**src/rtl/tone_counter.sv**
```systemverilog
// Programmable step counter for the sound generator: free-run, modulo and
// one-shot modes, up/down, with registered terminal-count pulse and toggle.
module tone_counter #(
  parameter int unsigned BW = 16
) (
  input  logic          clk_i,
  input  logic          rst_i,
  input  logic          en_i,
  input  logic          load_i,
  input  logic [BW-1:0] load_val_i,
  input  logic [BW-1:0] limit_i,
  input  logic          dir_i,
  input  logic [1:0]    mode_i,
  output logic [BW-1:0] counter_val_o,
  output logic          tc_o,
  output logic          toggle_o,
  output logic          halted_o
);

  typedef enum logic {
    RUN  = 1'b0,
    HALT = 1'b1
  } state_e;

  localparam logic [1:0]    MODE_FREE    = 2'b00;
  localparam logic [1:0]    MODE_ONESHOT = 2'b10;
  localparam logic [BW-1:0] ONE          = {{(BW-1){1'b0}}, 1'b1};

  state_e        state_q, state_d;
  logic [BW-1:0] count_q, count_d;
  logic          tc_q, tc_d;
  logic          toggle_q, toggle_d;

  logic          is_free;
  logic          is_oneshot;
  logic          term;
  logic [BW-1:0] count_step;

  // Mode 11 falls through to the modulo behaviour.
  assign is_free    = (mode_i == MODE_FREE);
  assign is_oneshot = (mode_i == MODE_ONESHOT);
  assign term       = dir_i   ? (count_q == '0) :
                      is_free ? (count_q == '1) :
                                (count_q >= limit_i);
  assign count_step = dir_i ? (count_q - ONE) : (count_q + ONE);

  always_comb begin
    // NOTE: every signal gets a default before any branch, so no path leaves
    // a combinational output unassigned and no latch is inferred.
    state_d  = state_q;
    count_d  = count_q;
    tc_d     = 1'b0;
    toggle_d = toggle_q;

    if (load_i) begin
      count_d = load_val_i;
      state_d = RUN;
    end else if (state_q == HALT) begin
      if (!is_oneshot) state_d = RUN;
    end else if (en_i) begin
      if (!term) begin
        count_d = count_step;
      end else begin
        tc_d     = 1'b1;
        toggle_d = ~toggle_q;
        if (is_oneshot) begin
          state_d = HALT;
        end else if (is_free) begin
          count_d = count_step;
        end else begin
          count_d = dir_i ? limit_i : '0;
        end
      end
    end
  end

  always_ff @(posedge clk_i) begin
    // NOTE: non-blocking assignments let every flop sample the pre-edge
    // values, independent of statement order.
    if (rst_i) begin
      state_q  <= RUN;
      count_q  <= '0;
      tc_q     <= 1'b0;
      toggle_q <= 1'b0;
    end else begin
      state_q  <= state_d;
      count_q  <= count_d;
      tc_q     <= tc_d;
      toggle_q <= toggle_d;
    end
  end

  assign counter_val_o = count_q;
  assign tc_o          = tc_q;
  assign toggle_o      = toggle_q;
  assign halted_o      = (state_q == HALT);

endmodule
```
**config.mk**
```make
export PLATFORM = sky130hd
export DESIGN_NAME = tone_counter
export DESIGN_NICKNAME = d
export VERILOG_FILES = /design/src/rtl/tone_counter.sv
export SDC_FILE = /design/constraint.sdc
export NUM_CORES = 1
export LEC_CHECK = 0
export ABC_AREA = 1
export CORE_MARGIN = 3
export CORE_UTILIZATION = 52
export DETAILED_ROUTE_END_ITERATION = 7
export PLACE_DENSITY = 0.84
export RECOVER_POWER = 100
export SLEW_MARGIN = 20
export SYNTH_ARGS = -nofsm -noshare
export SYNTH_HDL_FRONTEND = slang
export SYNTH_SLANG_ARGS = --single-unit
```
**constraint.sdc**
```tcl
create_clock -name clk_i -period 3.03 [get_ports clk_i]
set_input_delay 0.4545 -clock clk_i [delete_from_list [all_inputs] [get_ports clk_i]]
set_output_delay 0.4545 -clock clk_i [all_outputs]
set_load 0.01 [all_outputs]
```
==> metrics, run 1 <==
outcome finished clean; Setup Viol. Count Final 0; CTS sink cnt 19; post-CTS sizing 0; R2R Setup Slk 0.47 ns; RR Startpoint counter_val_o[0]; Synth Area per Inst just under 6 um2; Post-Syn Instances about 460; TritonCTS clock tree done; Die Footprint just over 6000 um2; min Tclk post-route 2.714 ns; register area share after synthesis 0.1406; required time worst endpoint approximately 3.2 ns; chip width between 70 and 80 um; vias in the first global route around 3200; starting density of the core 0.5544; power share of the combinational group 0.554; Routed WL 8522 um; Remaining DRCs 0; share of cells above drive strength 1 0.04272; CP Capture Type register; crit path max fanout 16; leading cell types in the layout, fill and taps excluded 162 x nand2_1, 53 x inv_1, 51 x nand3_1, 37 x clkdlybuf4s50_1, 31 x a21oi_1; worst hold slack just over 0.5 ns; Max H-tree Level 1; Tcrit/Tclk final 0.8957; Synth Net Count approximately 530; Final nets about 590; CTS root buffer clkbuf_8; pin count of the biggest net entering global routing 22; final hold vios 0; Core Util, Final 0.6941; drt pass-1 iters 5; gr usage total 0.2907; Final HPWL DP around 6700 um; Fmax ~0.37 GHz; Top-Level Pins between 50 and 60; DP Area ~3300 um2; worst-margin pin slew approximately 0.54 ns; Die Y approximately 78 um; maximum VDD drop 0.0002164 V; #FFs+latches synth 19; Min-Delay Path Class reg2reg; worst-skew pair later-pin latency 0.26 ns; Max Slew Vio Count 0; cell area after layout ~3400 um2; Buffers on Ports 57; CTS Hold Bufs 0; GRT overflow 0; Rel. slew slack 0.6366; NetSw about 480 uW; switching part of the total 0.4320; critical path type in2reg; drt wl/cell roughly 15 um; clock share of power 0.159; Post-Layout Cell Count 582; global-route wire length before repair 14430 um; startpoint class of the critical path input pin; ant diodes 0; Lkg Pwr roughly 0.0018 uW; Synth warnings 0; crit path max-delay cell type dlygate4sd3_1; drt first-iter violations between 150 and 200; commonest non-fill, non-tap cell in the layout nand2_1; # Max-Cap Violations 0; clk slew on worst S/H paths 0.08 ns; critical path's largest stage delay 0.59 ns; gpl congestion just over 0.9; post-route setup TNS 0 ns; Netlist cell types 36; post-synthesis cell area between 2000 and 3000 um2; clk_skew 0.008071 ns; Placed Cells about 580; via count 3238; RSZ-0062 raised after global routing false; maximum clock path buffer count 2; CP dominant cell by count nand2_1; internal power around 630 uW; Seq pwr share 0.287; post-route antenna net violation count 0; Num CTS Buffers 3; setup bufs post-CTS 0; core area around 4900 um2; vias per cell around 5.6; Area growth syn-to-layout 25.21%; initial antenna violation count 0; Worst EP arrival approximately 2.9 ns; Cell Chain, Critical Path dlygate4sd3_1, inv_1, ha_1, nand2_1, o21bai_1, a21oi_1, nor2_1, nand3_1, nand3_1, nand2_4, buf_4, nand2_1, nand2_1, nand2_1, nor2_1, nor2_1; pwr dens 330.1 nW/um2; Core Rows 25; critical path startpoint limit_i[10]; hold_sp toggle_o
[path summary, 6_finish.rpt]
check / to / cells after the start
hold reg to reg: toggle_o / 2
setup / recovery: counter_val_o[0] / 16
setup reg to reg: counter_val_o[0] / 18
hold / removal: toggle_o / 2
[worst max-delay path: cells and delay by family]
kind            cells  cell delay (ns)
compound gates      2             0.28
fa+ha+maj           1             0.27
buf+inv             3             0.89
simple gates       10             0.95
[power by group through the flow]
stage / clock network (uW) / registers (uW) / logic, uW
2_1_floorplan: 0 / 315 / 416
3_3_place_gp: 0 / 325 / 606
3_5_place_dp: 0 / 326 / 619
4_1_cts: 177 / 320 / 624
5_1_grt: 188 / 325 / 700
6_report: 177 / 321 / 620
[area by class of cell]
type	instances	area [um2]
Inverter	53	198.9
Fill cell	459	1493
Multi-Input combinational cell	374	2036
Tap cell	67	83.83
Clock buffer	4	45.04
Timing Repair Buffer	65	643.1
Sequential cell	19	380.4
[synth_stat cells (all sizes together)]
cell	instances	share of area
a21boi	1	0.0028
a21oi	32	0.063
and2	4	0.0092
and3	1	0.0023
buf	7	0.022
clkbuf	6	0.0083
dfxtp	19	0.14
fa	1	0.0074
ha	30	0.14
inv	53	0.074
nand2	166	0.24
nand3	53	0.10
nand3b	7	0.019
nand4	7	0.019
nor2	27	0.038
nor3	3	0.0055
nor3b	1	0.0046
nor4	4	0.0092
o211ai	1	0.0028
o21a	2	0.0055
o21ai	20	0.037
o21bai	2	0.0055
o31ai	4	0.013
xnor2	3	0.0097
xor2	5	0.016
[routing by layer]
layer,share of wire,global-route usage
met5,0,0
met4,0.033,0.1066
met3,0.055,0.03899
met2,0.49,0.5188
met1,0.43,0.3539
[per-stage QoR]
step           setup slack, ns  power [uW]
3_5_place_dp            0.1179       944.8
4_1_cts                 0.3795        1121
2_1_floorplan           0.6019       731.1
5_1_grt                0.08210        1212
3_3_place_gp            0.1917       931.7
6_report                0.3161        1118
[cells by family after synthesis]
family / synth area share
AND/OR/NAND/NOR: 0.4533
adder cells (fa/ha/maj): 0.1462
AO/OA/AOI/OAI: 0.1300
flip-flops: 0.1406
XOR/XNOR: 0.02590
buffers and inverters: 0.1041
[sequential cells by signal (all words and copies together), names as in the netlist]
name	cells
halted_o	1
tc_o	1
counter_val_o	16
toggle_o	1
(Power assumes the default switching activity.)
==> run 2, diff against run 1 <==
Settings changed: CORE_MARGIN 3 to 5.
==> run 2 against run 1 <==
  * Power down 1.3%
  * Critical path depth up 1
  * Worst hold slack better by 0.015 ns
  * Largest power group unchanged
  * Routed wire length down 4.6%
  * Combinational power down 2%
  * Clock skew down 0.0071 ns
  * Clock power about the same
==> metrics, run 2 (synthesis gave the netlist of run 1 again) <==
outcome finished clean; GRT met2 Usage 0.4410 (-0.07780); Area growth syn-to-layout 24.79%; CP Capture Type register; Setup Viol. Count Final 0 (unchanged); FF/Latch Area 380.4 um2 (unchanged); final hold vios 0 (unchanged); critical path type in2reg; clk slew on worst S/H paths 0.07 ns (about the same); ant diodes 0 (unchanged); min Tclk post-route 2.731 ns (+0.01705 ns); drt first-iter violations 147 (-13%); Die Footprint 6745 um2 (+11%); starting density of the core 0.5330 (-0.02132); maximum clock path buffer count 2 (unchanged); initial antenna violation count 0 (unchanged); Max Slew Vio Count 0 (unchanged); clock share of power 0.160 (about the same); Core Rows 26 (+4.0%); Rel. slew slack 0.6398 (+0.003255); pin count of the biggest net entering global routing 17 (-23%); post-route setup TNS 0 ns (unchanged); power share of the combinational group 0.553 (about the same); multi-input logic area 2026 um2 (-0.49%); drt pass-1 iters 4 (-1); CTS root buffer clkbuf_8; Largest register FFs 16 (unchanged); # Max-Cap Violations 0 (unchanged); switching part of the total 0.4268 (-0.005181); drt wl/cell 13.88 um (-5.2%); pwr dens 326.9 nW/um2 (-0.96%); worst-skew pair later-pin latency 0.25 ns (about the same); leading cell types in the layout, fill and taps excluded 162 x nand2_1, 53 x inv_1, 52 x nand3_1, 37 x clkdlybuf4s50_1, 31 x a21oi_1; maximum VDD drop 0.0003000 V (+39%); required time worst endpoint 3.19 ns (about the same); met3 usage 0.04013 (+0.001139); core area 5075 um2 (+4.0%); Worst EP arrival 2.89 ns (+0.03 ns); GRT overflow 0 (unchanged); setup bufs post-CTS 0 (unchanged); vias per cell 5.401 (-2.9%); Buffers on Ports 57 (unchanged); clk_skew 0.0009915 ns (-0.007079 ns); NetSw 471.0 uW (-2.5%); vias in the first global route 3072 (-4.1%); via count 3165 (-2.3%); CTS Hold Bufs 0 (unchanged); Tcrit/Tclk final 0.9013 (+0.005628); Final HPWL DP 6704 um (+0.33%); TritonCTS clock tree done; Remaining DRCs 0 (unchanged); crit path max fanout 14 (-2); CTS sink cnt 19 (unchanged); Seq pwr share 0.287 (about the same); chip width 82.13 um (+5.1%); Num CTS Buffers 3 (unchanged); Top-Level Pins 58 (unchanged); share of cells above drive strength 1 0.04264 (-0.00008279); post-CTS sizing 0 (unchanged); Lkg Pwr 0.001816 uW (about the same); internal power 632.5 uW (-0.39%); commonest non-fill, non-tap cell in the layout nand2_1; Die Y 82.13 um (+5.1%); RSZ-0062 raised after global routing false; Final nets 587 (+0.17%); busiest metal layer after global routing met2; Fmax 0.3662 GHz (-0.62%); global-route wire length before repair 13280 um (-8.0%); met1 Use GR 0.2999 (-0.05402); worst hold slack 0.5241 ns (+0.01548 ns); post-route antenna net violation count 0 (unchanged); gr usage total 0.2511 (-0.03954); gpl congestion 0.9201 (-0.66%); Min-Delay Path Class reg2reg; startpoint class of the critical path input pin; layout filler cell count 502 (+9.4%); Routed WL 8133 um (-4.6%); Max H-tree Level 1 (unchanged); R2R Setup Slk 0.47 ns (about the same); worst-margin pin slew 0.5397 ns (-0.004877 ns)
run 2: per-stage QoR:
| stage | util | setup slack, ns | power [uW] | instances | instance area [um2] |
|---|---|---|---|---|---|
| after floorplan | - | 0.6019 | 731.1 | 459 | 2705 |
| after global placement | 0.6598 | 0.1612 | 923.7 | 582 | 3348 |
| after detailed placement | 0.6598 | 0.1369 | 939.3 | 582 | 3348 |
| after CTS | 0.6686 | 0.3957 | 1115 | 586 | 3393 |
| after global routing | 0.6652 | 0.07246 | 1204 | 586 | 3376 |
| final | 0.6652 | 0.2991 | 1103 | 586 | 3376 |
run 2: final cells by class:
| cell class | count | share of cell area |
|---|---|---|
| multi-input combinational | 374 | 0.6001 |
| timing repair buffer | 66 | 0.1890 |
| sequential | 19 | 0.1127 |
| inverter | 53 | 0.05893 |
| tap | 70 | 0.02595 |
| clock buffer | 4 | 0.01334 |
run 2: layer usage:
metal	vias to the layer above	routed length, um
met2	110	4006
li1	1622	-
met5	-	0
met1	1409	3322
met4	0	271
met3	24	532
run 2: final timing paths:
kind                                  startpoint          endpoint  cells after the start
worst max-delay path                  limit_i[3]  counter_val_o[4]                     17
worst min-delay path                    toggle_o          toggle_o                      2
worst max register to register  counter_val_o[0]  counter_val_o[0]                     18
worst min register to register          toggle_o          toggle_o                      2
run 2: critical path, cell delays in order:
cell           delay [ns]
dlygate4sd3_1        0.56
inv_1                0.05
ha_1                 0.30
a21oi_1              0.14
nand2_1              0.07
nand2_1              0.05
nand2_1              0.07
nand2_1              0.08
nand3_1              0.07
nand3_1              0.10
nand2_1              0.22
nand2_2              0.12
nand3_2              0.25
nand2_1              0.15
nand3_1              0.09
nand2_1              0.06
inv_1                0.04
run 2: power by group through the flow:
stage	Clock [uW]	Sequential [uW]	Combinational (uW)
final	177	317	610
after CTS	178	317	619
after detailed placement	0	323	616
after global placement	0	322	601
after global routing	194	320	690
after floorplan	0	315	416
==> run 3, diff against run 2 <==
Settings changed: CORE_UTILIZATION 52 to 56, PLACE_DENSITY 0.84 to 0.9.
Clock period 3.03 ns to 3.2 ns, I/O delays scaled along.
==> run 3 against run 2 <==
  * Register-to-register slack gained 0.16 ns
  * Routed wire length grew 1.3%
  * Worst setup slack gained 0.073 ns
  * Sequential power shrank 5%
  * Die area shrank 6.3%
  * Sequential cell count is the same
  * Clock power shrank 7%
  * Sequential share of layout area grew 0.13 points
  * Clock-buffer cell count is the same
  * Largest cell class unchanged
==> metrics, run 3 (synthesis gave the netlist of run 1 again) <==
outcome finished clean; CTS sink cnt 19 (unchanged); maximum clock path buffer count 2 (unchanged); gpl congestion 0.9684 (+5.2%); initial antenna violation count 0 (unchanged); drt first-iter violations 175 (+19%); required time worst endpoint 3.35 ns (+0.16 ns); NetSw 449.5 uW (-4.6%); startpoint class of the critical path input pin; Buffers on Ports 57 (unchanged); leading cell types in the layout, fill and taps excluded 162 x nand2_1, 53 x inv_1, 52 x nand3_1, 37 x clkdlybuf4s50_1, 31 x a21oi_1; pin count of the biggest net entering global routing 22 (+5); worst-skew pair later-pin latency 0.25 ns (about the same); clk slew on worst S/H paths 0.07 ns (about the same); GRT met2 Usage 0.4716 (+0.03059); pwr dens 313.4 nW/um2 (-4.1%); Final HPWL DP 6525 um (-2.7%); drt wl/cell 14.51 um (+4.5%); Rel. slew slack 0.6535 (+0.01367); post-route setup TNS 0 ns (unchanged); gr usage total 0.2665 (+0.01540); Tcrit/Tclk final 0.8838; ant diodes 0 (unchanged); RR Startpoint counter_val_o[0]; post-route antenna net violation count 0 (unchanged); Core Rows 25 (-3.8%); # Max-Cap Violations 0 (unchanged); met1 Use GR 0.3056 (+0.005764); met3 usage 0.04628 (+0.006145); drt pass-1 iters 4 (unchanged); busiest metal layer after global routing met2; Die Y 79.50 um (-3.2%); Fmax 0.3536 GHz; setup bufs post-CTS 0 (unchanged); CTS root buffer clkbuf_8; critical path startpoint limit_i[7]; CP dominant cell by count nand2_1; chip width 79.50 um (-3.2%); crit path max-delay cell type dlygate4sd3_1; reg2reg end counter_val_o[1]; critical path's largest stage delay 0.52 ns (-0.04 ns); power share of the combinational group 0.555 (+0.002); core area 4692 um2 (-7.5%); Die Footprint 6320 um2 (-6.3%); Area growth syn-to-layout 23.40%; Top-Level Pins 58 (unchanged); cell depth of the worst flop-to-flop path 15 (-3); Final nets 585 (-0.34%); Remaining DRCs 0 (unchanged); vias in the first global route 3152 (+2.6%); CTS Hold Bufs 0 (unchanged); Setup Viol. Count Final 0 (unchanged); critical path type in2reg; final hold vios 0 (unchanged); cell area after layout 3338 um2 (-1.1%); Min-Delay Path Class reg2reg; min Tclk post-route ~2.8 ns; RSZ-0062 raised after global routing false; clock share of power 0.157 (-0.003); Routed WL 8241 um (+1.3%); hold_sp toggle_o; clk_skew 0.001940 ns (+0.0009487 ns); R2R Setup Slk 0.63 ns (+0.16 ns); hold depth 2 (unchanged); Hold EP toggle_o; Cell Chain, Critical Path dlygate4sd3_1, inv_1, ha_1, nand2_1, inv_1, nor2_1, o21a_1, nand2_1, nand2_1, nand3_1, nand3_1, nand2_4, a21oi_2, a21boi_0, nor2_1; TritonCTS clock tree done; via count 3284 (+3.8%); internal power 596.8 uW (-5.7%); DP Area 3313 um2 (-1.0%); worst-margin pin slew 0.5181 ns (-0.02153 ns); Post-Layout Cell Count 568 (-3.1%); Placed Cells 564 (-3.1%); global-route wire length before repair 13660 um (+2.9%); share of cells above drive strength 1 0.03891 (-0.003725); switching part of the total 0.4296 (+0.002838); starting density of the core 0.5765 (+0.04350); Num CTS Buffers 3 (unchanged); layout filler cell count 440 (-12%); Largest register FFs 16 (unchanged); Core Util, Final 0.7115 (+0.04628); post-CTS sizing 0 (unchanged); commonest non-fill, non-tap cell in the layout nand2_1; Worst EP arrival 2.98 ns (+0.09 ns); Seq pwr share 0.288 (about the same); CP Capture Type register; crit path max fanout 21 (+7); Max Slew Vio Count 0 (unchanged); Lkg Pwr 0.001804 uW (-0.65%); maximum VDD drop 0.0002742 V (-8.6%); vias per cell 5.782 (+7.0%); GRT overflow 0 (unchanged); Max H-tree Level 1 (unchanged)
-- run 3: cell count changes in the layout (fill, tap and decap cells not counted) --
| cell | change |
|---|---|
| a21oi_4 | -1 |
| nand2_4 | +1 |
| buf_4 | -2 |
| nand2_2 | -1 |
| a21oi_2 | +1 |
-- run 3: layout make-up --
| cell class | instances | area, um2 | area share |
|---|---|---|---|
| multi-input combinational | 374 | 2023 | 0.6061 |
| timing repair buffer | 64 | 623.1 | 0.1867 |
| sequential | 19 | 380.4 | 0.1139 |
| inverter | 53 | 198.9 | 0.05960 |
| tap | 54 | 67.56 | 0.02024 |
| clock buffer | 4 | 45.04 | 0.01349 |
-- run 3: worst max path at each step --
stage | end | slack, ns | cells past startpoint
floorplan | counter_val_o[14] | 0.75 | 18
global route | counter_val_o[2] | 0.07 | 18
detailed placement | counter_val_o[9] | 0.20 | 16
finish | counter_val_o[1] | 0.37 | 15
global placement | counter_val_o[9] | 0.33 | 15
CTS | counter_val_o[9] | 0.46 | 16
-- run 3: per-stage QoR --
stage | total power (uW) | hold slack [ns] | setup slack, ns
after floorplan | 692.2 | 0.5404 | 0.7464
after global placement | 870.4 | 0.4980 | 0.3271
after detailed placement | 887.1 | 0.5406 | 0.2030
after CTS | 1052 | 0.5582 | 0.4594
after global routing | 1136 | 0.5818 | 0.07458
final | 1046 | 0.5488 | 0.3719
-- run 3: critical path: cells and delay by family --
family	cells	cell delay (ns)
fa+ha+maj	1	0.30
compound gates	3	0.81
simple gates	8	0.76
buf+inv	3	0.61
-- run 3: power by group through the flow --
stage                     clock (uW)  sequential [uW]  combinational, uW
after floorplan                    0              299                394
after global placement             0              305                566
after detailed placement           0              306                581
after CTS                        167              300                585
after global routing             180              303                653
final                            164              301                581
-- run 3: routing by layer --
layer  share of wire  vias up
met5               0        -
met4           0.046        0
met3           0.064       32
met2            0.48      161
met1            0.41     1465
li1                -     1626
